==> config.mk <==
export PLATFORM = sky130hd
export DESIGN_NAME = rsa_uart_wrapper_flat
export DESIGN_NICKNAME = d
export VERILOG_FILES = /design/src/rtl/rsa_pkg.sv /design/src/rtl/rsa_uart_wrapper_if.sv /design/src/rtl/avm_poll_master.sv /design/src/rtl/rsa_uart_wrapper.sv /design/src/flat_wrapper.sv
export SDC_FILE = /design/constraint.sdc
export NUM_CORES = 1
export LEC_CHECK = 0
export BUFFER_PORTS_ARGS = -buffer_cell sky130_fd_sc_hd__buf_4
export CAP_MARGIN = 30
export CORE_AREA = 2 2 425 427
export CTS_CLUSTER_SIZE = 12
export DETAILED_ROUTE_END_ITERATION = 6
export DIE_AREA = 0 0 427 429
export HOLD_SLACK_MARGIN = 0.03
export PLACE_DENSITY_LB_ADDON = 0.12
export SYNTH_ARGS = -nofsm -noshare
export SYNTH_HDL_FRONTEND = slang
export SYNTH_SLANG_ARGS = --single-unit
==> constraint.sdc <==
create_clock -name i_clk -period 4.3 [get_ports i_clk]
set_clock_uncertainty 0.2 [all_clocks]
set_input_delay 0.86 -clock i_clk [delete_from_list [all_inputs] [get_ports i_clk]]
set_output_delay 0.86 -clock i_clk [all_outputs]
set_load 0.01 [all_outputs]
==> src/rtl/rsa_pkg.sv <==
// Shared types and constants for the RSA UART host wrapper.
//   - operand/bus widths, UART register word addresses and status bit positions
//   - main FSM state and load-phase enums
//   - avm_req_t: one Avalon request as issued by the FSM to the poll master
package rsa_pkg;

    localparam int unsigned DATA_W = 256;
    localparam int unsigned ADDR_W = 5;
    localparam int unsigned AVM_DW = 32;
    localparam int unsigned BYTE_W = 8;
    localparam int unsigned CNT_W  = 5;

    localparam logic [ADDR_W-1:0] RX_ADDR   = ADDR_W'(0);
    localparam logic [ADDR_W-1:0] TX_ADDR   = ADDR_W'(1);
    localparam logic [ADDR_W-1:0] STAT_ADDR = ADDR_W'(2);

    localparam int unsigned RX_OK_BIT = 7;
    localparam int unsigned TX_OK_BIT = 6;

    // 32 bytes per received operand, 31 bytes per transmitted result
    localparam logic [CNT_W-1:0] LAST_RX_CNT = CNT_W'(31);
    localparam logic [CNT_W-1:0] LAST_TX_CNT = CNT_W'(30);

    typedef enum logic [2:0] {
        S_QRX,
        S_RX,
        S_CALC,
        S_WAIT,
        S_QTX,
        S_TX
    } state_e;

    typedef enum logic [1:0] {
        KEY_N,
        KEY_D,
        DATA
    } phase_e;

    typedef struct packed {
        logic              write;
        logic [ADDR_W-1:0] addr;
        logic [BYTE_W-1:0] wdata;
    } avm_req_t;

    // MSB-first byte accumulation into an operand register
    function automatic logic [DATA_W-1:0] shift_in(input logic [DATA_W-1:0] r,
                                                   input logic [BYTE_W-1:0] b);
        return {r[DATA_W-BYTE_W-1:0], b};
    endfunction

endpackage

==> src/rtl/rsa_uart_wrapper_if.sv <==
// Avalon-MM bus between the wrapper (master) and the UART register block (slave).
//   avm_address/avm_read/avm_write/avm_writedata : master -> slave
//   avm_readdata/avm_waitrequest                 : slave  -> master
interface rsa_uart_wrapper_if;
    import rsa_pkg::*;

    logic [ADDR_W-1:0] avm_address;
    logic              avm_read;
    logic [AVM_DW-1:0] avm_readdata;
    logic              avm_write;
    logic [AVM_DW-1:0] avm_writedata;
    logic              avm_waitrequest;

    modport master (
        output avm_address, avm_read, avm_write, avm_writedata,
        input  avm_readdata, avm_waitrequest
    );

    modport slave (
        input  avm_address, avm_read, avm_write, avm_writedata,
        output avm_readdata, avm_waitrequest
    );

endinterface

==> src/rtl/avm_poll_master.sv <==
// Single-outstanding Avalon-MM master used by the wrapper FSM.
//   i_clk, i_rst_n : clock, async active-low reset
//   req_i, cmd_i   : request from FSM (sampled only while idle)
//   done_c         : transfer completes this cycle (waitrequest low)
//   rdata_c        : read byte, valid with done_c
//   avm            : Avalon master port, all outputs registered
module avm_poll_master
    import rsa_pkg::*;
(
    input  logic              i_clk,
    input  logic              i_rst_n,
    input  logic              req_i,
    input  avm_req_t          cmd_i,
    output logic              done_c,
    output logic [BYTE_W-1:0] rdata_c,
    rsa_uart_wrapper_if.master avm
);

    logic              read_q;
    logic              write_q;
    logic [ADDR_W-1:0] addr_q;
    logic [BYTE_W-1:0] wdata_q;
    logic              busy_c;
    logic              unused_rdata_hi;

    assign busy_c  = read_q | write_q;
    assign done_c  = busy_c & ~avm.avm_waitrequest;
    assign rdata_c = avm.avm_readdata[BYTE_W-1:0];
    assign unused_rdata_hi = ^avm.avm_readdata[AVM_DW-1:BYTE_W];

    // Request held until waitrequest drops; a new one is accepted only from idle,
    // which leaves at least one idle cycle between transfers.
    always_ff @(posedge i_clk or negedge i_rst_n) begin
        if (!i_rst_n) begin
            read_q  <= 1'b0;
            write_q <= 1'b0;
            addr_q  <= STAT_ADDR;
            wdata_q <= '0;
        end else if (busy_c) begin
            if (!avm.avm_waitrequest) begin
                read_q  <= 1'b0;
                write_q <= 1'b0;
            end
        end else if (req_i) begin
            read_q  <= ~cmd_i.write;
            write_q <= cmd_i.write;
            addr_q  <= cmd_i.addr;
            wdata_q <= cmd_i.wdata;
        end
    end

    assign avm.avm_read      = read_q;
    assign avm.avm_write     = write_q;
    assign avm.avm_address   = addr_q;
    assign avm.avm_writedata = {{(AVM_DW-BYTE_W){1'b0}}, wdata_q};

endmodule

==> src/rtl/rsa_uart_wrapper.sv <==
// Host-side initiator for the 256-bit RSA core: loads n, d, then ciphertext
// blocks from the UART, runs the core per block and streams each result back.
//   i_clk, i_rst_n   : clock, async active-low reset
//   avm              : Avalon-MM master polling the UART registers
//   o_core_start     : one-cycle core start pulse
//   o_core_n/d/a     : modulus, exponent, ciphertext block
//   i_core_result    : a^d mod n, valid with i_core_finished
//   i_core_finished  : core done pulse
module rsa_uart_wrapper
    import rsa_pkg::*;
(
    input  logic              i_clk,
    input  logic              i_rst_n,
    rsa_uart_wrapper_if.master avm,
    output logic              o_core_start,
    output logic [DATA_W-1:0] o_core_n,
    output logic [DATA_W-1:0] o_core_d,
    output logic [DATA_W-1:0] o_core_a,
    input  logic [DATA_W-1:0] i_core_result,
    input  logic              i_core_finished
);

    state_e                   state_q;
    phase_e                   phase_q;
    logic [CNT_W-1:0]         byte_cnt_q;
    logic [DATA_W-1:0]        n_q;
    logic [DATA_W-1:0]        d_q;
    logic [DATA_W-1:0]        a_q;
    // Result top byte is never transmitted, so it is not stored
    logic [DATA_W-BYTE_W-1:0] out_q;
    logic                     start_q;

    logic                     req_c;
    avm_req_t                 cmd_c;
    logic                     done_c;
    logic [BYTE_W-1:0]        rdata_c;
    logic                     unused_result_top;

    assign unused_result_top = ^i_core_result[DATA_W-1:DATA_W-BYTE_W];

    // Bus request implied by the current state
    always_comb begin
        req_c       = 1'b0;
        cmd_c       = '0;
        cmd_c.addr  = STAT_ADDR;
        cmd_c.wdata = out_q[DATA_W-BYTE_W-1 -: BYTE_W];
        case (state_q)
            S_QRX, S_QTX: req_c = 1'b1;
            S_RX: begin
                req_c      = 1'b1;
                cmd_c.addr = RX_ADDR;
            end
            S_TX: begin
                req_c       = 1'b1;
                cmd_c.write = 1'b1;
                cmd_c.addr  = TX_ADDR;
            end
            default: ;
        endcase
    end

    avm_poll_master u_avm (
        .i_clk   (i_clk),
        .i_rst_n (i_rst_n),
        .req_i   (req_c),
        .cmd_i   (cmd_c),
        .done_c  (done_c),
        .rdata_c (rdata_c),
        .avm     (avm)
    );

    // Main sequencer: load keys once, then receive/compute/transmit per block
    always_ff @(posedge i_clk or negedge i_rst_n) begin
        if (!i_rst_n) begin
            state_q    <= S_QRX;
            phase_q    <= KEY_N;
            byte_cnt_q <= '0;
            n_q        <= '0;
            d_q        <= '0;
            a_q        <= '0;
            out_q      <= '0;
            start_q    <= 1'b0;
        end else begin
            start_q <= 1'b0;
            case (state_q)
                S_QRX: begin
                    if (done_c && rdata_c[RX_OK_BIT]) state_q <= S_RX;
                end
                S_RX: begin
                    if (done_c) begin
                        case (phase_q)
                            KEY_N:   n_q <= shift_in(n_q, rdata_c);
                            KEY_D:   d_q <= shift_in(d_q, rdata_c);
                            default: a_q <= shift_in(a_q, rdata_c);
                        endcase
                        byte_cnt_q <= byte_cnt_q + CNT_W'(1);
                        state_q    <= S_QRX;
                        if (byte_cnt_q == LAST_RX_CNT) begin
                            case (phase_q)
                                KEY_N:   phase_q <= KEY_D;
                                KEY_D:   phase_q <= DATA;
                                default: begin
                                    state_q <= S_CALC;
                                    start_q <= 1'b1;
                                end
                            endcase
                        end
                    end
                end
                S_CALC: state_q <= S_WAIT;
                S_WAIT: begin
                    if (i_core_finished) begin
                        out_q   <= i_core_result[DATA_W-BYTE_W-1:0];
                        state_q <= S_QTX;
                    end
                end
                S_QTX: begin
                    if (done_c && rdata_c[TX_OK_BIT]) state_q <= S_TX;
                end
                S_TX: begin
                    if (done_c) begin
                        out_q <= {out_q[DATA_W-2*BYTE_W-1:0], {BYTE_W{1'b0}}};
                        if (byte_cnt_q == LAST_TX_CNT) begin
                            byte_cnt_q <= '0;
                            state_q    <= S_QRX;
                        end else begin
                            byte_cnt_q <= byte_cnt_q + CNT_W'(1);
                            state_q    <= S_QTX;
                        end
                    end
                end
                default: state_q <= S_QRX;
            endcase
        end
    end

    assign o_core_start = start_q;
    assign o_core_n     = n_q;
    assign o_core_d     = d_q;
    assign o_core_a     = a_q;

endmodule

==> src/flat_wrapper.sv <==
// flat-port wrapper written by rule: the top's interface ports become plain ports
module rsa_uart_wrapper_flat import rsa_pkg::*;
  (i_clk, i_rst_n, o_core_start, o_core_n, o_core_d, o_core_a, i_core_result, i_core_finished, avm_avm_address, avm_avm_read, avm_avm_write, avm_avm_writedata, avm_avm_readdata, avm_avm_waitrequest);
  rsa_uart_wrapper_if avm_i ();
  input  logic i_clk;
  input  logic i_rst_n;
  output logic o_core_start;
  output logic [DATA_W-1:0] o_core_n;
  output logic [DATA_W-1:0] o_core_d;
  output logic [DATA_W-1:0] o_core_a;
  input  logic [DATA_W-1:0] i_core_result;
  input  logic i_core_finished;
  output wire logic [$bits(avm_i.avm_address)-1:0] avm_avm_address;
  output wire logic [$bits(avm_i.avm_read)-1:0] avm_avm_read;
  output wire logic [$bits(avm_i.avm_write)-1:0] avm_avm_write;
  output wire logic [$bits(avm_i.avm_writedata)-1:0] avm_avm_writedata;
  input wire logic [$bits(avm_i.avm_readdata)-1:0] avm_avm_readdata;
  input wire logic [$bits(avm_i.avm_waitrequest)-1:0] avm_avm_waitrequest;
  assign avm_avm_address = avm_i.avm_address;
  assign avm_avm_read = avm_i.avm_read;
  assign avm_avm_write = avm_i.avm_write;
  assign avm_avm_writedata = avm_i.avm_writedata;
  assign avm_i.avm_readdata = avm_avm_readdata;
  assign avm_i.avm_waitrequest = avm_avm_waitrequest;
  rsa_uart_wrapper u_core (.i_clk(i_clk), .i_rst_n(i_rst_n), .avm(avm_i), .o_core_start(o_core_start), .o_core_n(o_core_n), .o_core_d(o_core_d), .o_core_a(o_core_a), .i_core_result(i_core_result), .i_core_finished(i_core_finished));
endmodule
==> flow_metrics.tcl, run 1 <==
set metrics [dict create \
    maxCapViolations 0 \
    hold_depth 3 \
    min_to "u_core.u_avm.avm.avm_write$_DFFE_PN0P_" \
    final_layout_size_suffix_gt1_share_pct 65.6 \
    effective_utilization_at_floorplan_pct 23.5 \
    tritoncts_clock_tree "done" \
    worst_setup_path_startpoint "u_core.state_q[1]$_DFFE_PN0P_" \
    die_area_sq_um 183000 \
    synthDistinctLibCells 43 \
    numCtsBuffers 135 \
    max_freq_ghz 0.357 \
    clkTransAtPathRegs_ps 50 \
    outcome "finished clean" \
    first_global_vias 26700 \
    ff2ff_setup_slack_ps 1500 \
    worst_r2r_endpoint "u_core.o_core_n[211]$_DFFE_PN0P_" \
    worstSetupStartpointType "flip-flop" \
    pin_count_of_the_biggest_net_entering_global_routing 126 \
    detailedPlace.worstSlack_ps 1080 \
    layout_min_cycle_time_ps 2800 \
    period_share_pct 65.1 \
    crit_path_max_fanout 94 \
    design.final.nets 3950 \
    port_buffers 1040 \
    multiInputGateArea_sq_um 14800 \
    worst_hold_path_type "input port to flip-flop" \
    crit_path_end_kind "flip-flop" \
    timing.final.ws_setup_ps 1500 \
    fillCellCount 18000 \
    critical_path.slowest_cell "dfrtp_1" \
    finalCoreUtilization_pct 31.8 \
    first_pass_grt_wire_length_mm 203 \
    cp_common_cell "buf_12" \
    synthesis.instances 2560 \
    ant_nets 0 \
    drt_iter0_markers 1106 \
    detailedRoute.firstPassIterationCount 4 \
    r2r_start "u_core.state_q[1]$_DFFE_PN0P_" \
    dpl_cell_area_sq_um 52300 \
    p_leak_nw 28.7 \
    power.density_nw_per_um2 484 \
    number_of_synthesized_register_bits 1039 \
    setup_repair_after_global_routing_missed_its_margin "false" \
    synthesis.area_per_instance_sq_um 16.3 \
    synth_warnings 0 \
    ff_latch_area_sq_um 26000 \
    cp_cell_sequence "clkinv_1 > nand4_1 > buf_12 > buf_12 > mux2_2" \
    critical_path.max_stage_delay_ps 630 \
    worst-setup-path-type "flip-flop to flip-flop" \
    max-slew-margin-rel_pct 29.4 \
    yosys.area_share.xor_xnor_pct 0.0210 \
    io-pin-count 1100 \
    height_of_the_die_um 429 \
    timing.critical_path.buf_inv 3 \
    synth_area_sq_um 41800 \
    gp_congestion 0.780 \
    routedWlPerCell_um 23.4 \
    worstMarginPinSlew_ps 1060 \
    dieWidth_um 427 \
    cts_root_buf "clkbuf_16" \
    sink_count 1039 \
    grt_overflow_total 0 \
    worst-endpoint-arrival_ps 3230 \
    finalSetupTns_ps 0 \
    ctsHtreeMaxLevel 4 \
    worst-r2r-cell-count 5 \
    synth_async_sr_flop_share_pct 100 \
    timing.final.hold_violations 0 \
    gr-usage-all-layers_pct 15.3 \
    post_synth_fa_ha_maj_area_fraction_pct 0.0898 \
    post_synth_mux_area_share_pct 33.7 \
    worst_skew_pair.late_latency_ps 770 \
    synthToLayoutAreaGrowth_pct 35.7 \
    floorplan.core_area_sq_um 178000 \
    synth-edff-count 0 \
    final_area_sq_um 56700 \
    cts-root-to-sink-buffers 3 \
    final-max-slew-violation-count 0 \
    holdCritStartpoint "avm_avm_waitrequest" \
    drt_wl_total_mm 143 \
    residual_drc_count 0 \
    synth_seq_area_share_pct 62.2 \
    dominant_combinational_cell_family_by_area_after_synthesis "multiplexers" \
    routed-via-count 25400 \
    ir_drop_worst_vdd_v 0.000376 \
    detail_route.vias_per_cell 4.16 \
    setup_violation_total_in_the_final_timing_report 0 \
    worst_ep_required_time_ps 4730 \
    antenna_found_initial 13 \
    post-dp-hpwl_mm 105 \
    ys_dominant_reg_cell "dfrtp_1" \
    post_synthesis_simple_gate_area_fraction_pct 0.743 \
    post_synthesis_compound_gate_area_fraction_pct 0.584 \
    critPathTopFamily "buffers and inverters" \
    floorplan.rows 155 \
]
## layout by cell type (no fill, tap or decap), types with 10 or more instances in the layout
master	n
diode_2	10
conb_1	27
clkbuf_1	40
nand2_1	37
clkbuf_8	26
o2bb2ai_1	10
mux2_2	1165
buf_12	28
clkbuf_16	142
dfrtp_1	1038
mux2_1	84
buf_4	1065
## through the flow
step	cells	power, mW	hold slack, ps
final	6111	27.4	154
after global routing	6109	28.9	90.8
after CTS	6101	28.1	49.1
after detailed placement	5864	16.7	251
after global placement	5864	16.7	254
after floorplan	2586	15.3	235
## worst max-delay path by stage
stage,cells after the start,end,slack [ps]
2_1_floorplan,5,u_core.o_core_a[115]$_DFFE_PN0P_,1820
3_3_place_gp,6,u_core.o_core_a[167]$_DFFE_PN0P_,1090
3_5_place_dp,6,u_core.o_core_a[130]$_DFFE_PN0P_,1080
4_1_cts,5,u_core.o_core_n[142]$_DFFE_PN0P_,1460
5_1_grt,5,u_core.o_core_n[142]$_DFFE_PN0P_,1290
6_report,5,u_core.o_core_n[211]$_DFFE_PN0P_,1500
## cell type report
type	count	area share [%]
diodes	10	0.0441
multi-input cells	1371	26.1
well taps	2355	5.20
repair buffers	1103	15.3
clock inverters	20	0.340
clock buffers	208	7.16
flip-flops and latches	1039	45.9
inverters	5	0.0331
## routing by layer
metal | vias to the layer above | track usage (%) | part of all wire [%]
met4 | 2 | 6.79 | 3.7
met3 | 212 | 4.80 | 6.6
met5 | - | 0 | 0.0091
li1 | 11400 | - | -
met2 | 644 | 27.3 | 53
met1 | 13200 | 16.4 | 37
## power breakdown
group	switching (mW)	internal [mW]	total (mW)
Sequential	0.679	11.0	11.7
Clock	4.46	6.53	11.0
Combinational	1.97	2.74	4.71
## cells in the mapped netlist (all sizes together) (2+ instances only)
library cell     n  area (sq um)
mux2          1249         14100
dfrtp         1038         26000
buf            152          1010
nand2           37           139
clkbuf          19          72.6
o2bb2ai         10          87.6
nor3             7          40.0
nand4            5          31.3
o31ai            5          51.3
inv              4          15.0
ha               3          37.5
nand3            3          15.0
nand2b           2          12.5
nor3b            2          15.0
o211ai           2          15.0
o21ai            2          10.0
o21bai           2          18.8
## state kept, by name (all words and copies together) (netlist names)
| register | count |
|---|---|
| u_core.u_avm.avm.avm_address | 2 |
| u_core.u_avm.avm.avm_read | 1 |
| u_core.out_q | 248 |
| u_core.byte_cnt_q | 5 |
| u_core.state_q | 3 |
| u_core.phase_q | 2 |
| u_core.u_avm.avm.avm_write | 1 |
| u_core.u_avm.wdata_q | 8 |
| u_core.o_core_n | 256 |
| u_core.o_core_start | 1 |
| u_core.o_core_d | 256 |
| u_core.o_core_a | 256 |
## kinds of logic (layout without fill, tap and decap cells)
group,count (synthesis),count (layout)
and+or+nand+nor,62,62
adders and majority gates,3,3
DFF,1039,1039
other,1,37
xor gates and xnor gates,1,1
buffers and inverters,176,1336
muxes,1250,1250
AOI/OAI and AO/OA,28,28
## worst register-to-register path, cell delays in order, from the launching register on
cell	delay, ps
dfrtp_1	630
clkinv_1	360
nand4_1	250
buf_12	270
buf_12	450
mux2_2	520
## repair_timing
| item | 4_1_cts | 5_1_grt |
|---|---|---|
| hold buffers | 9 | 0 |
| endpoints found under the hold margin | 39 | 0 |
| resized for setup | 0 | 0 |
| setup buffers | 0 | 0 |
| setup endpoints to repair | 0 | 0 |
No activity file was read; power rests on OpenSTA's default activity.
==> inputs of run 2 (changes only) <==
- ABC_AREA: unset -> 1
- CORE_AREA: 2 2 425 427 -> 2 2 426 428
- DIE_AREA: 0 0 427 429 -> 0 0 428 430
- clock period: 4.3 -> 2.3 ns (I/O delays scaled with it)
==> run 2 against run 1 <==
Count of clock-buffer cells in the layout is 2 lower. Combinational power grew 140%. Utilization is 1.7 points higher. Global-route usage rose by 2.0 points. Final area grew 6.3%.
==> flow_metrics.tcl, run 2 <==
set metrics [dict create \
    outcome "finished clean" \
    power.combinational.fraction_pct 20.8 \
    gr-usage-all-layers_pct 17.3 \
    maxCapViolations 0 \
    period_share_pct 95.3 \
    dpl_cell_area_sq_um 53200 \
    worstSetupStartpointType "flip-flop" \
    dieWidth_um 428 \
    timing.final.hold_violations 0 \
    synth_area_sq_um 41900 \
    power_frac_seq_pct 41.5 \
    p_clk_share_pct 37.7 \
    critical_path.max_stage_delay_ps 570 \
    setup_repair_after_global_routing_missed_its_margin "false" \
    die_area_sq_um 184000 \
    grtUsageMet2_pct 28.5 \
    dpl.cell_count 8010 \
    floorplan.core_area_sq_um 180000 \
    synth_warnings 0 \
    fillCellCount 18800 \
    pin_count_of_the_biggest_net_entering_global_routing 121 \
    worst-endpoint-arrival_ps 1530 \
    max_freq_ghz 0.456 \
    ctsHtreeMaxLevel 4 \
    synth_seq_area_share_pct 62.1 \
    synth_most_common_cell "nand2_1" \
    detail_route.vias_per_cell 4.07 \
    gp_congestion 0.842 \
    synth.top_cells.by_area "dfrtp_1 62%, o21ai_0 12%, nand2_1 9.7%" \
    r2r_start "u_core.state_q[1]$_DFFE_PN0P_" \
    design_power_total_mw 55.4 \
    design.final.nets 6337 \
    final-max-slew-violation-count 0 \
    synthToLayoutAreaGrowth_pct 43.9 \
    synthDistinctLibCells 26 \
    height_of_the_die_um 430 \
    io-pin-count 1100 \
    detailedRoute.firstPassIterationCount 5 \
    cp_cell_sequence "buf_4" \
    effective_utilization_at_floorplan_pct 23.3 \
    power_switching_mw 17.0 \
    p_leak_nw 30.4 \
    sink_count 1039 \
    finalSetupTns_ps 0 \
    critPathTopFamily "flip-flops" \
    synth_async_sr_flop_share_pct 100 \
    netSwitchingFraction_pct 30.8 \
    synth-edff-count 0 \
    residual_drc_count 0 \
    worst_skew_pair.late_latency_ps 790 \
    ant_nets 0 \
    crit_path_max_fanout 3 \
    clkTransAtPathRegs_ps 60 \
    finalCoreUtilization_pct 33.5 \
    grt_overflow_total 0 \
    use_met3_pct 5.10 \
    routedWlPerCell_um 19.0 \
    worstMarginPinSlew_ps 757 \
    worst-setup-path-type "flip-flop to output port" \
    cts-root-to-sink-buffers 3 \
    crit_path_end_kind "output port" \
    antenna_found_initial 5 \
    worst-r2r-cell-count 8 \
    final_layout_size_suffix_gt1_share_pct 22.7 \
    tritoncts_clock_tree "done" \
    power.density_nw_per_um2 918 \
    ir_drop_worst_vdd_v 0.000704 \
    routed-via-count 34700 \
    first_global_vias 34600 \
    post-dp-hpwl_mm 123 \
    floorplan.rows 156 \
    synthesis.area_per_instance_sq_um 8.85 \
    cts_resized 0 \
    holdCritStartpoint "avm_avm_readdata[0]" \
    drt_wl_total_mm 162 \
    setup_violation_total_in_the_final_timing_report 0 \
    instances_no_fill 8524 \
    mostFrequentLayoutCell "buf_4" \
    cts_root_buf "clkbuf_16" \
    ys_dominant_reg_cell "dfrtp_1" \
    number_of_synthesized_register_bits 1039 \
    min_to "u_core.o_core_a[0]$_DFFE_PN0P_" \
    drt_iter0_markers 2181 \
    critical_path.slowest_cell "dfrtp_1" \
    netlist.top_cell.by_area "dfrtp_1" \
    synth_common_cells "1,081 x nand2_1, 1,038 x dfrtp_1, 967 x o21ai_0" \
    layout_min_cycle_time_ps 2190 \
    hold_depth 3 \
    first_pass_grt_wire_length_mm 236 \
    timing.critical_path.buf_inv 1 \
    numCtsBuffers 134 \
    grt_use_met1_pct 20.5 \
    busiest_layer "met2" \
    power.internal_mw 38.3 \
    worst_r2r_endpoint "u_core.o_core_d[96]$_DFFE_PN0P_" \
    synthesis.instances 4733 \
    synth_top_area_share_pct 62.0 \
    max-slew-margin-rel_pct 49.4 \
    worst_ep_required_time_ps 1640 \
    final_cell_mix "1,117 x buf_4, 1,080 x nand2_1, 1,038 x dfrtp_1" \
    port_buffers 1040 \
    ff2ff_setup_slack_ps 200 \
    worst_hold_path_type "input port to flip-flop" \
    final_area_sq_um 60300 \
]
-- run 2: cell types whose count changed after synthesis, sizes merged, moves of 11 or more --
cell	delta
nand2	+1045
nand3	+11
inv	+765
o21ai	+1014
mux2	-1249
buf	+40
a21oi	+243
nor2	+257
clkbuf	+91
-- run 2: power groups by stage --
| stage | clock network (mW) | logic, mW | registers (mW) |
|---|---|---|---|
| 2_1_floorplan | 0 | 3.42 | 23.7 |
| 3_3_place_gp | 0 | 11.4 | 23.3 |
| 3_5_place_dp | 0 | 11.4 | 23.3 |
| 4_1_cts | 21.7 | 11.8 | 23.0 |
| 5_1_grt | 22.4 | 12.8 | 23.4 |
| 6_report | 20.9 | 11.5 | 23.0 |
-- run 2: logic make-up (layout without fill, tap and decap cells) --
group | Yosys count | after routing | share of synthesized area [%]
flops | 1039 | 1039 | 62.1
compound gates | 1264 | 1264 | 15.1
buf+inv | 1071 | 2460 | 10.4
other cells | 1 | 33 | 0.00895
fa+ha+maj | 3 | 3 | 0.0896
simple gates | 1355 | 1355 | 12.3
-- run 2: final cells by class --
cell class	count	area [sq um]	area share, %
sequential	1039	26000	43.1
timing repair buffer	1449	12400	20.5
multi-input combinational	2649	11700	19.4
clock buffer	206	3980	6.60
tap	2370	2970	4.92
inverter	769	2890	4.79
clock inverter	36	413	0.685
antenna	6	15.0	0.0249
-- run 2: worst max-delay path by stage --
| stage | from | endpoint | slack, ps | depth (start not counted) |
|---|---|---|---|---|
| floorplan | u_core.state_q[1]$_DFFE_PN0P_ | u_core.o_core_d[172]$_DFFE_PN0P_ | 570 | 8 |
| global placement | avm_avm_waitrequest | u_core.o_core_a[35]$_DFFE_PN0P_ | 170 | 6 |
| detailed placement | avm_avm_waitrequest | u_core.o_core_a[35]$_DFFE_PN0P_ | 170 | 6 |
| CTS | u_core.u_avm.avm.avm_address[1]$_DFFE_PN1P_ | avm_avm_address[1] | 3 | 1 |
| global route | u_core.state_q[2]$_DFFE_PN0P_ | u_core.out_q[2]$_DFFE_PN0P_ | 30 | 7 |
| finish | u_core.o_core_d[124]$_DFFE_PN0P_ | o_core_d[124] | 110 | 1 |
-- run 2: metrics by stage --
stage	hold slack [ps]	setup slack, ps
finish	58.9	109
global route	44.2	31.1
CTS	40.6	2.84
detailed placement	188	166
global placement	187	175
floorplan	-35.6	566
-- run 2: repair_timing --
action,CTS,global route
buffers inserted,0,0
hold buffers,266,0
hold endpoints to repair,1161,0
-- run 2: routing by layer --
layer	part of all wire (%)	vias to the layer above
li1	-	17300
met3	6.3	258
met4	4.7	2
met2	48	853
met1	41	16300
met5	0.0080	-
==> inputs of run 3 (changes only) <==
- CORE_AREA: 2 2 426 428 -> 2 2 429 431
- DIE_AREA: 0 0 428 430 -> 0 0 431 433
- REMOVE_ABC_BUFFERS: unset -> 1
- SYNTH_HIERARCHICAL: unset -> 1
==> run 3 against run 2 <==
Fmax is 1.4% higher. Synthesized cell count up 3.8%. Highest routed layer is now met4. Count of clock-buffer cells in the layout down 6. Combinational power rose by 41%. Setup slack better by 31 ps. Largest cell class unchanged. Power increased by 14%. Sequential cell count up 3. Clock power barely moved. Register-to-register slack worse by 60 ps. Non-clock buffer count rose by 36. Global-route usage increased by 0.85 points.
==> flow_metrics.tcl, run 3 <==
set metrics [dict create \
    final_cell_mix "1,681 x nand2_1, 1,151 x buf_4, 1,040 x dfrtp_1" \
    drt_iter0_markers 2226 \
    floorplan.rows 157 \
    worst_skew_pair.late_latency_ps 790 \
    final_area_sq_um 60900 \
    wl_met2_mm 86.6 \
    timing.final.hold_violations 0 \
    mostFrequentLayoutCell "nand2_1" \
    max_freq_ghz 0.463 \
    routed-via-count 36400 \
    synth_common_cells "1,682 x nand2_1, 1,041 x dfrtp_1, 400 x inv_1" \
    clkTransAtPathRegs_ps 50 \
    maxUsedRoutingLayer "met4" \
    netlist.top_cell.by_area "dfrtp_1" \
    ctsHtreeMaxLevel 4 \
    cts-root-to-sink-buffers 3 \
    synth_warnings 6 \
    io-pin-count 1100 \
    synth-edff-count 0 \
    worstMarginPinSlew_ps 897 \
    design_power_total_mw 63.0 \
    routedWlPerCell_um 19.9 \
    synth_most_common_cell "nand2_1" \
    power_frac_seq_pct 41.5 \
    synth_seq_area_share_pct 61.4 \
    pin_count_of_the_biggest_net_entering_global_routing 84 \
    die_area_sq_um 187000 \
    synth_area_sq_um 42400 \
    detail_route.vias_per_cell 4.19 \
    drt_wl_total_mm 173 \
    synthesis.instances 4912 \
    p_leak_nw 32.7 \
    residual_drc_count 0 \
    met3_wirelength_mm 8.53 \
    final_layout_size_suffix_gt1_share_pct 22.8 \
    worst_ep_required_time_ps 2780 \
    worst_hold_check_slack_ps 113 \
    height_of_the_die_um 433 \
    gr-usage-all-layers_pct 18.1 \
    power.density_nw_per_um2 1030 \
    instances_no_fill 8705 \
    dieWidth_um 431 \
    post-dp-hpwl_mm 130 \
    port_buffers 1043 \
    effective_utilization_at_floorplan_pct 23.3 \
    floorplan.core_area_sq_um 182000 \
    synthesis.area_per_instance_sq_um 8.64 \
    dpl.cell_count 8208 \
    design.final.nets 6510 \
    p_clk_share_pct 32.8 \
    worst-endpoint-arrival_ps 2640 \
    post_cts.repair.setup_buffers 0 \
    ff2ff_setup_slack_ps 140 \
    setup_repair_after_global_routing_missed_its_margin "false" \
    grt_overflow_total 0 \
    final-max-slew-violation-count 0 \
    synth_top_area_share_pct 61.4 \
    ant_nets 0 \
    sink_count 1042 \
    power.combinational.fraction_pct 25.7 \
    synth.top_cells.by_area "dfrtp_1 61%, nand2_1 15%, a21oi_1 4.3%" \
    dpl_cell_area_sq_um 54000 \
    setup_violation_total_in_the_final_timing_report 0 \
    cts_root_buf "clkbuf_16" \
    route.layer.met1.wl_mm 69.6 \
    layout_min_cycle_time_ps 2160 \
    ys_dominant_reg_cell "dfrtp_1" \
    finalSetupTns_ps 0 \
    synthDistinctLibCells 28 \
    netSwitchingFraction_pct 33.4 \
    number_of_synthesized_register_bits 1042 \
    first_pass_grt_wire_length_mm 250 \
    antenna_found_initial 12 \
    power_switching_mw 21.0 \
    synthToLayoutAreaGrowth_pct 43.6 \
    outcome "finished clean" \
    crit_path_max_fanout 74 \
    power.internal_mw 42.0 \
    maxCapViolations 0 \
    synth_async_sr_flop_share_pct 100 \
    period_share_pct 93.9 \
    max-slew-margin-rel_pct 40.0 \
    gp_congestion 0.834 \
    worst-setup-path-type "flip-flop to flip-flop" \
    first_global_vias 35800 \
    worst_hold_path_type "input port to flip-flop" \
    detailedRoute.firstPassIterationCount 7 \
    tritoncts_clock_tree "done" \
    ir_drop_worst_vdd_v 0.000475 \
    worstSetupStartpointType "flip-flop" \
    crit_path_end_kind "flip-flop" \
    numCtsBuffers 131 \
]
[run 3: repair_timing]
| action | in CTS | in global routing |
|---|---|---|
| endpoints found under the setup margin | 1 | 0 |
| hold endpoints to repair | 1018 | 0 |
| gates resized for setup | 1 | 0 |
| hold buffers | 259 | 0 |
[run 3: worst paths after layout]
path | depth (start not counted) | startpoint | to
min reg2reg | 2 | u_core/out_q[109]$_DFFE_PN0P_ | u_core/out_q[109]$_DFFE_PN0P_
min in group asynchronous | 3 | i_rst_n | u_core/o_core_n[231]$_DFFE_PN0P_
min | 5 | i_core_result[237] | u_core/out_q[237]$_DFFE_PN0P_
max reg2reg | 9 | u_core/u_avm/avm.avm_write$_DFFE_PN0P_ | u_core/o_core_n[183]$_DFFE_PN0P_
max | 9 | u_core/u_avm/avm.avm_write$_DFFE_PN0P_ | u_core/o_core_n[183]$_DFFE_PN0P_
max in group asynchronous | 3 | i_rst_n | u_core/o_core_n[132]$_DFFE_PN0P_
[run 3: logic make-up (layout without fill, tap and decap cells)]
logic type	count (synthesis)	in the layout	synth area share [%]
other cells	2	34	0.0177
compound gates	775	775	9.15
xor+xnor	2	2	0.0413
flops	1042	1042	61.4
buf+inv	743	2119	7.49
simple gates	2345	2345	21.8
fa+ha+maj	3	3	0.0884
[run 3: routing by layer]
metal / track usage [%] / vias up
met3: 3.84 / 271
met2: 31.1 / 835
met5: 0 / -
met1: 21.6 / 17400
li1: - / 18000
met4: 8.43 / 0
[run 3: metrics by stage]
stage | setup slack, ps | util (%)
final | 140 | 33.5
after CTS | 25.5 | 33.5
after detailed placement | -7.37 | 29.7
after floorplan | -8800 | -
after global routing | 14.5 | 33.5
after global placement | -13.6 | 29.7
[run 3: final cells by class]
cell class,count,area [sq um]
Antenna cell,7,17.5
Clock buffer,200,3930
Clock inverter,31,342
Fill cell,19200,121000
Inverter,403,1520
Multi-Input combinational cell,3152,13300
Sequential cell,1042,26100
Tap cell,2385,2980
Timing Repair Buffer,1485,12700
[run 3: critical path: stages, from the launching register on]
cell	delay, ps
dfrtp_1	420
nor2_4	60
nor2_1	210
inv_2	60
nor2_1	80
buf_4	150
nand3_4	90
buf_12	170
buf_12	270
o21ai_0	220
[run 3: power by group through the flow]
stage                     Clock, mW  Sequential [mW]  Combinational [mW]
after detailed placement          0             26.5                16.2
after floorplan                   0             26.7                6.42
after CTS                      21.5             26.3                16.6
after global routing           22.2             26.8                18.1
after global placement            0             26.4                16.1
final                          20.7             26.2                16.2
